[config.mk]
export PLATFORM = sky130hd
export DESIGN_NAME = sub8u_serial
export DESIGN_NICKNAME = d
export VERILOG_FILES = /design/src/rtl/sub8u_pkg.sv /design/src/rtl/sub_digit_cell.sv /design/src/rtl/sub8u_serial.sv
export SDC_FILE = /design/constraint.sdc
export NUM_CORES = 1
export LEC_CHECK = 0
export BUFFER_PORTS_ARGS = -buffer_cell sky130_fd_sc_hd__buf_2
export CORE_UTILIZATION = 58
export CTS_CLUSTER_DIAMETER = 30
export DETAILED_ROUTE_END_ITERATION = 7
export GPL_TIMING_DRIVEN = 0
export PLACE_DENSITY = 0.82
export SLEW_MARGIN = 20
export SYNTH_ARGS = -nofsm -noshare
export SYNTH_HDL_FRONTEND = slang
export SYNTH_HIERARCHICAL = 1
export SYNTH_SLANG_ARGS = --single-unit
[constraint.sdc]
create_clock -name clk -period 7.4 [get_ports clk]
set_clock_uncertainty 0.1 [all_clocks]
set_input_delay 1.48 -clock clk [delete_from_list [all_inputs] [get_ports clk]]
set_output_delay 1.48 -clock clk [all_outputs]
set_load 0.03 [all_outputs]
[src/rtl/sub8u_pkg.sv]
// Shared types and default sizing for the sub8u_serial digit-serial subtractor.
package sub8u_pkg;

  localparam int SUB_WIDTH    = 8;
  localparam int SUB_DIGIT    = 2;
  localparam int SUB_APPROX_K = 2;

  localparam int SUB_N     = SUB_WIDTH / SUB_DIGIT;
  localparam int SUB_CNT_W = (SUB_N > 1) ? $clog2(SUB_N) : 1;
  localparam int SUB_RES_W = SUB_WIDTH + 1;

  typedef enum logic [1:0] {
    IDLE = 2'd0,
    RUN  = 2'd1,
    DONE = 2'd2
  } state_t;

endpackage

[src/rtl/sub_digit_cell.sv]
// Combinational DIGIT-bit ripple-borrow subtractor: {bout, d} = a - b - bin.
module sub_digit_cell #(
  parameter int DIGIT = 2
) (
  input  logic [DIGIT-1:0] a,
  input  logic [DIGIT-1:0] b,
  input  logic             bin,
  output logic [DIGIT-1:0] d,
  output logic             bout
);

  // NOTE: blocking assignments here build a combinational ripple chain; the
  // local borrow is fully rewritten each evaluation, so no latch can form.
  always_comb begin
    logic br;
    br = bin;
    d  = '0;
    for (int i = 0; i < DIGIT; i++) begin
      d[i] = a[i] ^ b[i] ^ br;
      br   = (~a[i] & b[i]) | (~(a[i] ^ b[i]) & br);
    end
    bout = br;
  end

endmodule

[src/rtl/sub8u_serial.sv]
// Digit-serial unsigned subtractor, O = {borrow, A - B}, DIGIT bits per RUN cycle.
// Optional macro SUB8U_APPROX_LSB_EN truncates the APPROX_K low bits of B.
module sub8u_serial
  import sub8u_pkg::*;
#(
  parameter int WIDTH    = SUB_WIDTH,
  parameter int DIGIT    = SUB_DIGIT,
  parameter int APPROX_K = SUB_APPROX_K
) (
  input  logic             clk,
  input  logic             rst,
  input  logic             in_valid,
  output logic             in_ready,
  input  logic [WIDTH-1:0] A,
  input  logic [WIDTH-1:0] B,
  output logic             out_valid,
  input  logic             out_ready,
  output logic [WIDTH:0]   O
);

  localparam int N_DIG = WIDTH / DIGIT;
  localparam int CNT_W = (N_DIG > 1) ? $clog2(N_DIG) : 1;
  localparam int RES_W = WIDTH + 1;

  state_t state, state_nxt;

  logic [CNT_W-1:0] cnt;
  logic             borrow;
  logic [WIDTH-1:0] a_q, b_q;
  logic [RES_W-1:0] o_q;
  logic [DIGIT-1:0] dig_d;
  logic             dig_bout;
  logic             last;

  assign last      = (cnt == CNT_W'(N_DIG - 1));
  assign in_ready  = (state == IDLE);
  assign out_valid = (state == DONE);
  assign O         = o_q;

  always_ff @(posedge clk or posedge rst) begin
    if (rst) state <= IDLE;
    else     state <= state_nxt;
  end

  always_comb begin
    state_nxt = state;
    unique case (state)
      IDLE:    if (in_valid)  state_nxt = RUN;
      RUN:     if (last)      state_nxt = DONE;
      DONE:    if (out_ready) state_nxt = IDLE;
      default: state_nxt = IDLE;
    endcase
  end

  // Single cell shared by every digit; the counter selects which slice it sees.
  sub_digit_cell #(.DIGIT(DIGIT)) u_cell (
    .a    (a_q[cnt*DIGIT +: DIGIT]),
    .b    (b_q[cnt*DIGIT +: DIGIT]),
    .bin  (borrow),
    .d    (dig_d),
    .bout (dig_bout)
  );

  // NOTE: state-holding registers use non-blocking assignments so every
  // register samples pre-edge values; all of them reset, including operands.
  always_ff @(posedge clk or posedge rst) begin
    if (rst) begin
      cnt    <= '0;
      borrow <= 1'b0;
      a_q    <= '0;
      b_q    <= '0;
      o_q    <= '0;
    end else begin
      case (state)
        IDLE: if (in_valid) begin
          a_q    <= A;
`ifdef SUB8U_APPROX_LSB_EN
          // Zeroed low subtrahend bits pass A through and create no borrow.
          b_q    <= B & ({WIDTH{1'b1}} << APPROX_K);
`else
          b_q    <= B;
`endif
          cnt    <= '0;
          borrow <= 1'b0;
        end
        RUN: begin
          o_q[cnt*DIGIT +: DIGIT] <= dig_d;
          borrow                  <= dig_bout;
          cnt                     <= cnt + 1'b1;
          if (last) o_q[WIDTH] <= dig_bout;
        end
        default: ;
      endcase
    end
  end

endmodule
==> results of run 1 <==
[worst paths after layout]
check | from | endpoint | slack, ns
min | O[0] | O[0] | 0.39
max in group asynchronous | rst | state[1] | 5.68
max | state[0] | out_valid | 4.43
min in group asynchronous | rst | b_q[6] | 1.11
min reg2reg | O[0] | O[0] | 0.39
max reg2reg | cnt[0] | O[7] | 4.64
[flip-flops by register name, summed over array words and instances (netlist names)]
register  cells
a_q           8
O             9
state         2
borrow        1
cnt           2
b_q           8
[Yosys cell counts, types with 3 or more instances]
library cell / n / area, µm²
and3b_1: 3 / 26.3
ha_1: 4 / 50.1
mux2_4: 10 / 150
mux4_2: 3 / 67.6
inv_1: 11 / 41.3
dfrtp_1: 30 / 751
mux2_2: 15 / 169
[cell families (layout without fill, tap and decap cells)]
group | count (synthesis) | after routing | synth area share
multiplexers | 30 | 30 | 0.270
flip-flops | 30 | 30 | 0.477
AND/OR/NAND/NOR | 18 | 18 | 0.110
buffers and inverters | 16 | 53 | 0.0628
adder cells (fa/ha/maj) | 6 | 6 | 0.0573
AO/OA/AOI/OAI | 5 | 5 | 0.0231
[metal layers]
| metal | GRT usage | vias to the layer above |
|---|---|---|
| li1 | - | 444 |
| met1 | 0.241 | 458 |
| met2 | 0.321 | 28 |
| met3 | 0.0621 | 6 |
| met4 | 0.115 | 0 |
| met5 | 0 | - |
[worst max-delay path: cells and delay by family, from the launching register on]
kind,cells,cell delay (ns)
buffers and inverters,3,0.42
and+or+nand+nor,1,0.25
DFF,1,0.39
[stage by stage]
stage          hold WS (ns)  cell area (µm²)
6_report              0.389             1810
3_5_place_dp          0.377             1760
3_3_place_gp          0.364             1760
5_1_grt               0.432             1810
2_1_floorplan         0.372             1570
4_1_cts               0.398             1810
[layout make-up]
type / count / area share
Timing Repair Buffer: 30 / 0.0832
Sequential cell: 30 / 0.416
Multi-Input combinational cell: 59 / 0.401
Inverter: 11 / 0.0229
Clock buffer: 7 / 0.0249
Buffer: 5 / 0.0319
Tap cell: 30 / 0.0208
[power by group]
| part | switching (µW) | total [µW] | internal (µW) |
|---|---|---|---|
| clock network | 53.4 | 89.1 | 35.7 |
| logic | 232 | 496 | 264 |
| registers | 50.7 | 292 | 241 |
==> impl_metrics.json, run 1 <==
{
  "final_cell_mix": "dfrtp_1 (30), buf_2 (30), mux2_2 (15)",
  "wl_met1_um": 1180,
  "wl_met2_um": 1270,
  "period_needed_ns": 2.97,
  "hp-class": "flop to flop",
  "floorplan.initialDensity": 0.624,
  "place_congestion": 0.760,
  "syn-instance-count": 105,
  "hpwl_um": 1930,
  "required_ns": 5.82,
  "multi_input_area_um2": 723,
  "htree_levels": 2,
  "die_w_um": 54.1,
  "io_pins": 31,
  "cp-start-kind": "flop",
  "cts_resized": 0,
  "synth-main-ff-cell": "dfrtp_1",
  "fin_tns_setup_ns": 0,
  "status": "completed",
  "root_buffer": "clkbuf_4",
  "ff_latch_area_um2": 751,
  "port_buffers": 30,
  "power_uw": 877,
  "core_mm2": 0.00252,
  "finalHoldViolCount": 0,
  "cts_tree": "yes",
  "path_clk_slew_ns": 0.08,
  "yosysWarnings": 6,
  "worst-path-max-fanout": 10,
  "grt_first_pass_wirelength_um": 3950,
  "via_per_inst": 5.44,
  "finalSetupViolCount": 0,
  "drt-initial-drc-count": 9,
  "route.detailed.drc": 0,
  "yosysSeqAreaShare": 0.477,
  "topRoutingLayerUsed": "met4",
  "path_cells": "buf_4 > or2b_1 > inv_1 > buf_2",
  "maxCapViolations": 0,
  "cp.arrival_ns": 1.39,
  "p_leak_uw": 0.000922,
  "ctsLongestPathBuffers": 2,
  "syn_to_final_growth_pct": 14.8,
  "peakVddDrop_v": 0.000284,
  "finalWorstSetupSlack_ns": 4.43,
  "tightestPinTransition_ns": 0.613,
  "met3_length_um": 142,
  "antenna_cells": 0,
  "numCtsBuffers": 5,
  "layout.nets": 168,
  "cts.sinks": 30,
  "grt_pass1_vias": 906,
  "ys_async_sr_fraction": 1.00,
  "syn_nets": 131,
  "ant_nets": 0,
  "wl_um": 2640,
  "fill_cells": 191,
  "placed_cells": 165,
  "stdcell_count": 172,
  "grt_max_degree": 31,
  "fin_util": 0.716,
  "hold_depth": 1,
  "relSlewSlack": 0.591,
  "vias": 936,
  "yosysUniqueCellTypes": 27,
  "post-route-period-util": 0.401,
  "worst-setup-path-type": "flop to primary output",
  "antenna_found_initial": 0,
  "cp-end-kind": "primary output",
  "wl_per_cell_um": 15.3,
  "yosys_register_bits": 30,
  "rsz0062_at_grt": "no",
  "post_cts_buffers": 0,
  "synth_edf_count": 0,
  "cpPeakStageDelay_ns": 0.39,
  "syn_avg_cell_area_um2": 15.0,
  "firstDrtPassIters": 4,
  "ctsHoldBuffers": 0,
  "reg2reg_depth": 6,
  "die_h_um": 54.1,
  "clkLatencyLatePin_ns": 0.33,
  "slowest_stage": "dfrtp_1",
  "gr-total-overflow": 0,
  "grtUsageTotal": 0.202,
  "p_per_area_mw_per_mm2": 485,
  "rows": 18,
  "drv_slew": 0,
  "syn_area_mm2": 0.00157,
  "fmaxAchievable_mhz": 337,
  "drive_above_1_share": 0.521,
  "place_ws_ns": 4.64,
  "die_area_mm2": 0.00292
}
No activity file was read; power rests on OpenSTA's default activity.
==> run 2: changes to the inputs <==
--- a/config.mk
+++ b/config.mk
@@ -6,11 +6,11 @@
 export NUM_CORES = 1
 export LEC_CHECK = 0
 export BUFFER_PORTS_ARGS = -buffer_cell sky130_fd_sc_hd__buf_2
-export CORE_UTILIZATION = 58
+export CORE_UTILIZATION = 49
 export CTS_CLUSTER_DIAMETER = 30
 export DETAILED_ROUTE_END_ITERATION = 7
 export GPL_TIMING_DRIVEN = 0
-export PLACE_DENSITY = 0.82
+export PLACE_DENSITY = 0.74
 export SLEW_MARGIN = 20
 export SYNTH_ARGS = -nofsm -noshare
 export SYNTH_HDL_FRONTEND = slang
==> constraint.sdc (replaced) <==
create_clock -name clk -period 2.7 [get_ports clk]
set_clock_uncertainty 0.1 [all_clocks]
set_input_delay 0.54 -clock clk [delete_from_list [all_inputs] [get_ports clk]]
set_output_delay 0.54 -clock clk [all_outputs]
set_load 0.03 [all_outputs]
==> run 2 against run 1 <==
  * Setup slack worse by 4.4 ns
  * Cell count is 11% higher
  * First-iteration DRC count is 56% lower
  * Cell area is 4.9% higher
  * Non-clock buffer count is 4 higher
  * Power grew to 2.9 times the previous value
  * Largest power group unchanged
==> impl_metrics.json, run 2 (synthesized netlist as in run 1, its figures left out) <==
{
  "status": "completed",
  "cp.arrival_ns": 2.76,
  "p_leak_uw": 0.000960,
  "firstDrtPassIters": 2,
  "vias": 976,
  "hp-class": "input pin to async pin",
  "drt-initial-drc-count": 4,
  "fin_util": 0.620,
  "core_mm2": 0.00305,
  "power_uw": 2580,
  "required_ns": 2.83,
  "place_congestion": 0.741,
  "wl_um": 2760,
  "final_cell_mix": "buf_2 (30), dfrtp_1 (29), mux2_2 (15)",
  "grtUsageTotal": 0.190,
  "relSlewSlack": 0.597,
  "io_pins": 31,
  "syn_to_final_growth_pct": 20.4,
  "drive_above_1_share": 0.571,
  "cts.sinks": 30,
  "rows": 20,
  "grt_first_pass_wirelength_um": 4660,
  "finalSetupViolCount": 0,
  "finalHoldViolCount": 0,
  "drv_slew": 0,
  "fmaxAchievable_mhz": 380,
  "wl_per_cell_um": 14.5,
  "via_per_inst": 5.11,
  "htree_levels": 2,
  "p_per_area_mw_per_mm2": 1360,
  "ant_nets": 0,
  "reg2reg_depth": 8,
  "maxCapViolations": 0,
  "grt_max_degree": 31,
  "largest_reg_flops": 9,
  "layout.nets": 172,
  "die_area_mm2": 0.00344,
  "cp-end-kind": "flop",
  "fin_tns_setup_ns": 0,
  "port_buffers": 30,
  "tightestPinTransition_ns": 0.604,
  "final_common_cell": "buf_2",
  "ctsLongestPathBuffers": 2,
  "period_needed_ns": 2.63,
  "die_h_um": 58.7,
  "floorplan.initialDensity": 0.515,
  "peakVddDrop_v": 0.000674,
  "numCtsBuffers": 5,
  "path_clk_slew_ns": 0.10,
  "antenna_cells": 0,
  "cp-start-kind": "flop",
  "post-route-period-util": 0.974,
  "hpwl_um": 1980,
  "antenna_found_initial": 0,
  "final_area_mm2": 0.00189,
  "gr-total-overflow": 0,
  "worst-path-max-fanout": 4,
  "ctsHoldBuffers": 0,
  "cts_tree": "yes",
  "worst-setup-path-type": "flop to flop",
  "root_buffer": "clkbuf_4",
  "grt_pass1_vias": 1033,
  "whs_ns": 0.163,
  "die_w_um": 58.7,
  "route.detailed.drc": 0,
  "rsz0062_at_grt": "no",
  "clkLatencyLatePin_ns": 0.34,
  "place_area_mm2": 0.00178
}
-- run 2: cell count changes in the layout (fill, tap and decap cells not counted) --
cell,change
fa_2,+1
dfrtp_1,-1
clkbuf_8,+3
buf_6,-1
buf_4,+4
dfrtp_2,+1
inv_2,+1
clkbuf_1,-2
buf_8,+1
fa_1,-1
inv_1,-1
-- run 2: final cells by class --
class	instances	area [µm²]
Timing Repair Buffer	34	180
Inverter	11	41.3
Multi-Input combinational cell	59	726
Tap cell	44	55.1
Sequential cell	30	752
Fill cell	261	1160
Clock buffer	8	78.8
Buffer	5	61.3
-- run 2: power by group --
group / switching [µW] / internal (µW) / total [µW]
Clock: 157 / 178 / 335
Sequential: 134 / 663 / 797
Combinational: 673 / 775 / 1450
Total: 964 / 1620 / 2580
-- run 2: per-stage QoR --
| step | std cells | setup WS [ns] |
|---|---|---|
| finish | 191 | 0.0708 |
| global route | 191 | 0.00374 |
| CTS | 189 | 0.0270 |
| detailed placement | 179 | -0.0724 |
| global placement | 179 | -0.0425 |
| floorplan | 105 | 0.135 |
-- run 2: worst max-delay path, cell delays in order (launching register included) --
cell and delay [ns]:
dfrtp_2 0.43, buf_8 0.12, mux4_2 0.48, inv_1 0.12, fa_2 0.22, inv_2 0.04, fa_1 0.51, and4bb_2 0.26
mux2_2 0.25
-- run 2: worst paths after layout --
check                           startpoint       end  slack [ns]
worst max-delay path                cnt[0]      O[7]        0.07
worst max register to register      cnt[0]      O[7]        0.07
max in group asynchronous              rst    cnt[0]        1.91
worst min register to register        O[0]      O[0]        0.40
min in group clk                 out_ready  state[1]        0.28
worst min-delay path                   rst  state[1]        0.16
-- run 2: routing by layer --
layer / GRT usage / vias to the layer above / wire (µm)
li1: - / 457 / -
met1: 0.216 / 477 / 1210
met2: 0.314 / 30 / 1340
met3: 0.0527 / 12 / 123
met4: 0.129 / 0 / 92
met5: 0 / - / 0
-- run 2: repair_timing --
item | in CTS | in global routing
endpoints found under the setup margin | 4 | 3
buffers inserted | 2 | 2
gates resized for setup | 1 | 3
gates cloned | 0 | 0
pin swaps | 0 | 1
==> run 3: changes to the inputs <==
--- a/config.mk
+++ b/config.mk
@@ -5,6 +5,7 @@
 export SDC_FILE = /design/constraint.sdc
 export NUM_CORES = 1
 export LEC_CHECK = 0
+export ABC_AREA = 1
 export BUFFER_PORTS_ARGS = -buffer_cell sky130_fd_sc_hd__buf_2
 export CORE_UTILIZATION = 49
 export CTS_CLUSTER_DIAMETER = 30
@@ -16,3 +17,4 @@
 export SYNTH_HDL_FRONTEND = slang
 export SYNTH_HIERARCHICAL = 1
 export SYNTH_SLANG_ARGS = --single-unit
+export TNS_END_PERCENT = 10
==> run 3 against run 2 <==
  * Flip-flop and latch count unchanged
  * Global-route usage up 1.8 points
  * Utilization down 1.7 points
  * First-iteration DRC count rose to 14 times the previous value
  * Sequential power about the same
  * Synthesized area up 1.3%
  * Routed wire length up 13%
==> impl_metrics.json, run 3 <==
{
  "status": "completed",
  "syn_avg_cell_area_um2": 7.44,
  "busiest_layer": "met2",
  "ctsHoldBuffers": 0,
  "layout.nets": 276,
  "ys_async_sr_fraction": 1.00,
  "path_clk_slew_ns": 0.10,
  "finalWorstSetupSlack_ns": 0.266,
  "grtUsageMet2": 0.328,
  "syn_nets": 240,
  "io_pins": 31,
  "slowest_stage": "dfrtp_2",
  "die_w_um": 59.0,
  "whs_ns": 0.165,
  "worst-path-buf-inv": 3,
  "gr-usage-met3": 0.0459,
  "p_per_area_mw_per_mm2": 1290,
  "syn_area_mm2": 0.00159,
  "maxCapViolations": 0,
  "numCtsBuffers": 5,
  "grtUsageTotal": 0.208,
  "yosysWarnings": 6,
  "die_area_mm2": 0.00348,
  "root_buffer": "clkbuf_4",
  "ant_nets": 0,
  "floorplan.initialDensity": 0.517,
  "worst-path-max-fanout": 10,
  "worst-setup-path-type": "flop to flop",
  "required_ns": 2.83,
  "cts.sinks": 30,
  "fmaxAchievable_mhz": 411,
  "tightestPinTransition_ns": 0.603,
  "crit_family": "adder cells",
  "route.detailed.drc": 0,
  "grt_first_pass_wirelength_um": 5250,
  "wl_um": 3110,
  "yosysSeqAreaShare": 0.471,
  "yosys-top-cells-count": "nand2_1 (96), dfrtp_1 (30), inv_1 (29), nand3_1 (24), nor2_1 (13)",
  "yosysMostFrequentCell": "nand2_1",
  "clkLatencyLatePin_ns": 0.33,
  "place_congestion": 0.810,
  "wl_per_cell_um": 10.5,
  "placed_cells": 287,
  "fin_util": 0.604,
  "peakVddDrop_v": 0.000630,
  "p_leak_uw": 0.00110,
  "place_ws_ns": 0.123,
  "via_per_inst": 4.60,
  "gr-usage-met1": 0.267,
  "period_needed_ns": 2.43,
  "firstDrtPassIters": 4,
  "stdcell_count": 295,
  "rows": 20,
  "syn_to_final_growth_pct": 16.7,
  "largest_reg_flops": 9,
  "rr_startpoint": "cnt[0]",
  "port_buffers": 29,
  "grt_pass1_vias": 1222,
  "yosys_register_bits": 30,
  "antenna_found_initial": 0,
  "core_mm2": 0.00308,
  "drive_above_1_share": 0.203,
  "post-route-period-util": 0.902,
  "final_cell_mix": "nand2_1 (96), buf_2 (31), dfrtp_1 (29)",
  "drt-initial-drc-count": 54,
  "antenna_cells": 0,
  "yosys-top-cells-area": "dfrtp_1 (47%), nand2_1 (23%), nand3_1 (7.5%)",
  "syn-instance-count": 214,
  "die_h_um": 59.0,
  "finalHoldViolCount": 0,
  "final_common_cell": "nand2_1",
  "gr-total-overflow": 0,
  "rsz0062_at_grt": "no",
  "ctsLongestPathBuffers": 2,
  "drv_slew": 0,
  "cpPeakStageDelay_ns": 0.49,
  "relSlewSlack": 0.598,
  "cp-start-kind": "flop",
  "htree_levels": 2,
  "finalSetupViolCount": 0,
  "synth_top_area_frac": 0.471,
  "yosysUniqueCellTypes": 15,
  "cp-end-kind": "flop",
  "synth-main-ff-cell": "dfrtp_1",
  "cp_common_cell": "nand2_1",
  "fin_tns_setup_ns": 0,
  "cp-startpoint": "cnt[0]",
  "synth_area_leader_cell": "dfrtp_1",
  "cts_tree": "yes",
  "hpwl_um": 2290,
  "cp.arrival_ns": 2.56,
  "synth_edf_count": 0,
  "path_cells": "clkinvlp_4 > nand2_1 > nand3_1 > nand2_1 > inv_1 > fa_1 > inv_1 > fa_1 > nand2_1 > nor2_1 > nand2_1 > nand2_1",
  "vias": 1358,
  "hp-class": "input pin to async pin",
  "grt_max_degree": 31
}
[run 3: cell types whose count changed in the layout (fill, tap and decap cells not counted), sizes merged, moves of 5 or more]
cell | previous run | this run
buf | 39 | 34
inv | 11 | 29
mux2 | 26 | 0
nand2 | 0 | 97
nand3 | 0 | 24
nor2 | 1 | 15
[run 3: repair_timing]
item / in CTS / in global routing
buffers inserted: 0 / 0
resized for setup: 0 / 2
setup endpoints to repair: 0 / 4
[run 3: worst register-to-register path: cells and delay by family, from the launching register on]
kind / cells / cell delay [ns]
and+or+nand+nor: 7 / 0.51
buffers and inverters: 3 / 0.36
DFF: 1 / 0.49
adders and majority gates: 2 / 0.86
[run 3: cell type report]
type | count | area, µm²
clock inverter | 1 | 5.00
inverter | 30 | 116
timing repair buffer | 29 | 145
multi-input combinational | 149 | 693
fill | 315 | 1220
sequential | 30 | 752
clock buffer | 7 | 55.1
tap | 44 | 55.1
buffer | 5 | 36.3
[run 3: power breakdown]
group          switching, µW  internal, µW
Clock                    155           126
Sequential               147           648
Combinational            857           460
[run 3: stage by stage]
| stage | area [µm²] | power (µW) |
|---|---|---|
| floorplan | 1590 | 1790 |
| global placement | 1790 | 2060 |
| detailed placement | 1790 | 2110 |
| CTS | 1850 | 2400 |
| global route | 1860 | 2630 |
| finish | 1860 | 2390 |
[run 3: metal layers]
layer | vias to the layer above | routed length (µm)
met2 | 26 | 1470
li1 | 713 | -
met5 | - | 0
met3 | 8 | 110
met4 | 0 | 72
met1 | 611 | 1460
[run 3: cell families (layout without fill, tap and decap cells)]
group / count (synthesis) / count (layout) / share of synthesized area
AO/OA/AOI/OAI: 3 / 3 / 0.00942
buffers and inverters: 35 / 72 / 0.0935
flip-flops: 30 / 30 / 0.471
adder cells (fa/ha/maj): 6 / 6 / 0.0566
AND/OR/NAND/NOR: 140 / 140 / 0.369
[run 3: final timing paths]
path | to | slack (ns) | cells past startpoint
max | O[3] | 0.27 | 12
min | O[2] | 0.16 | 2
max reg2reg | O[3] | 0.27 | 12
min reg2reg | b_q[0] | 0.37 | 2
max in group asynchronous | cnt[0] | 1.91 | 2
min in group clk | state[1] | 0.28 | 2
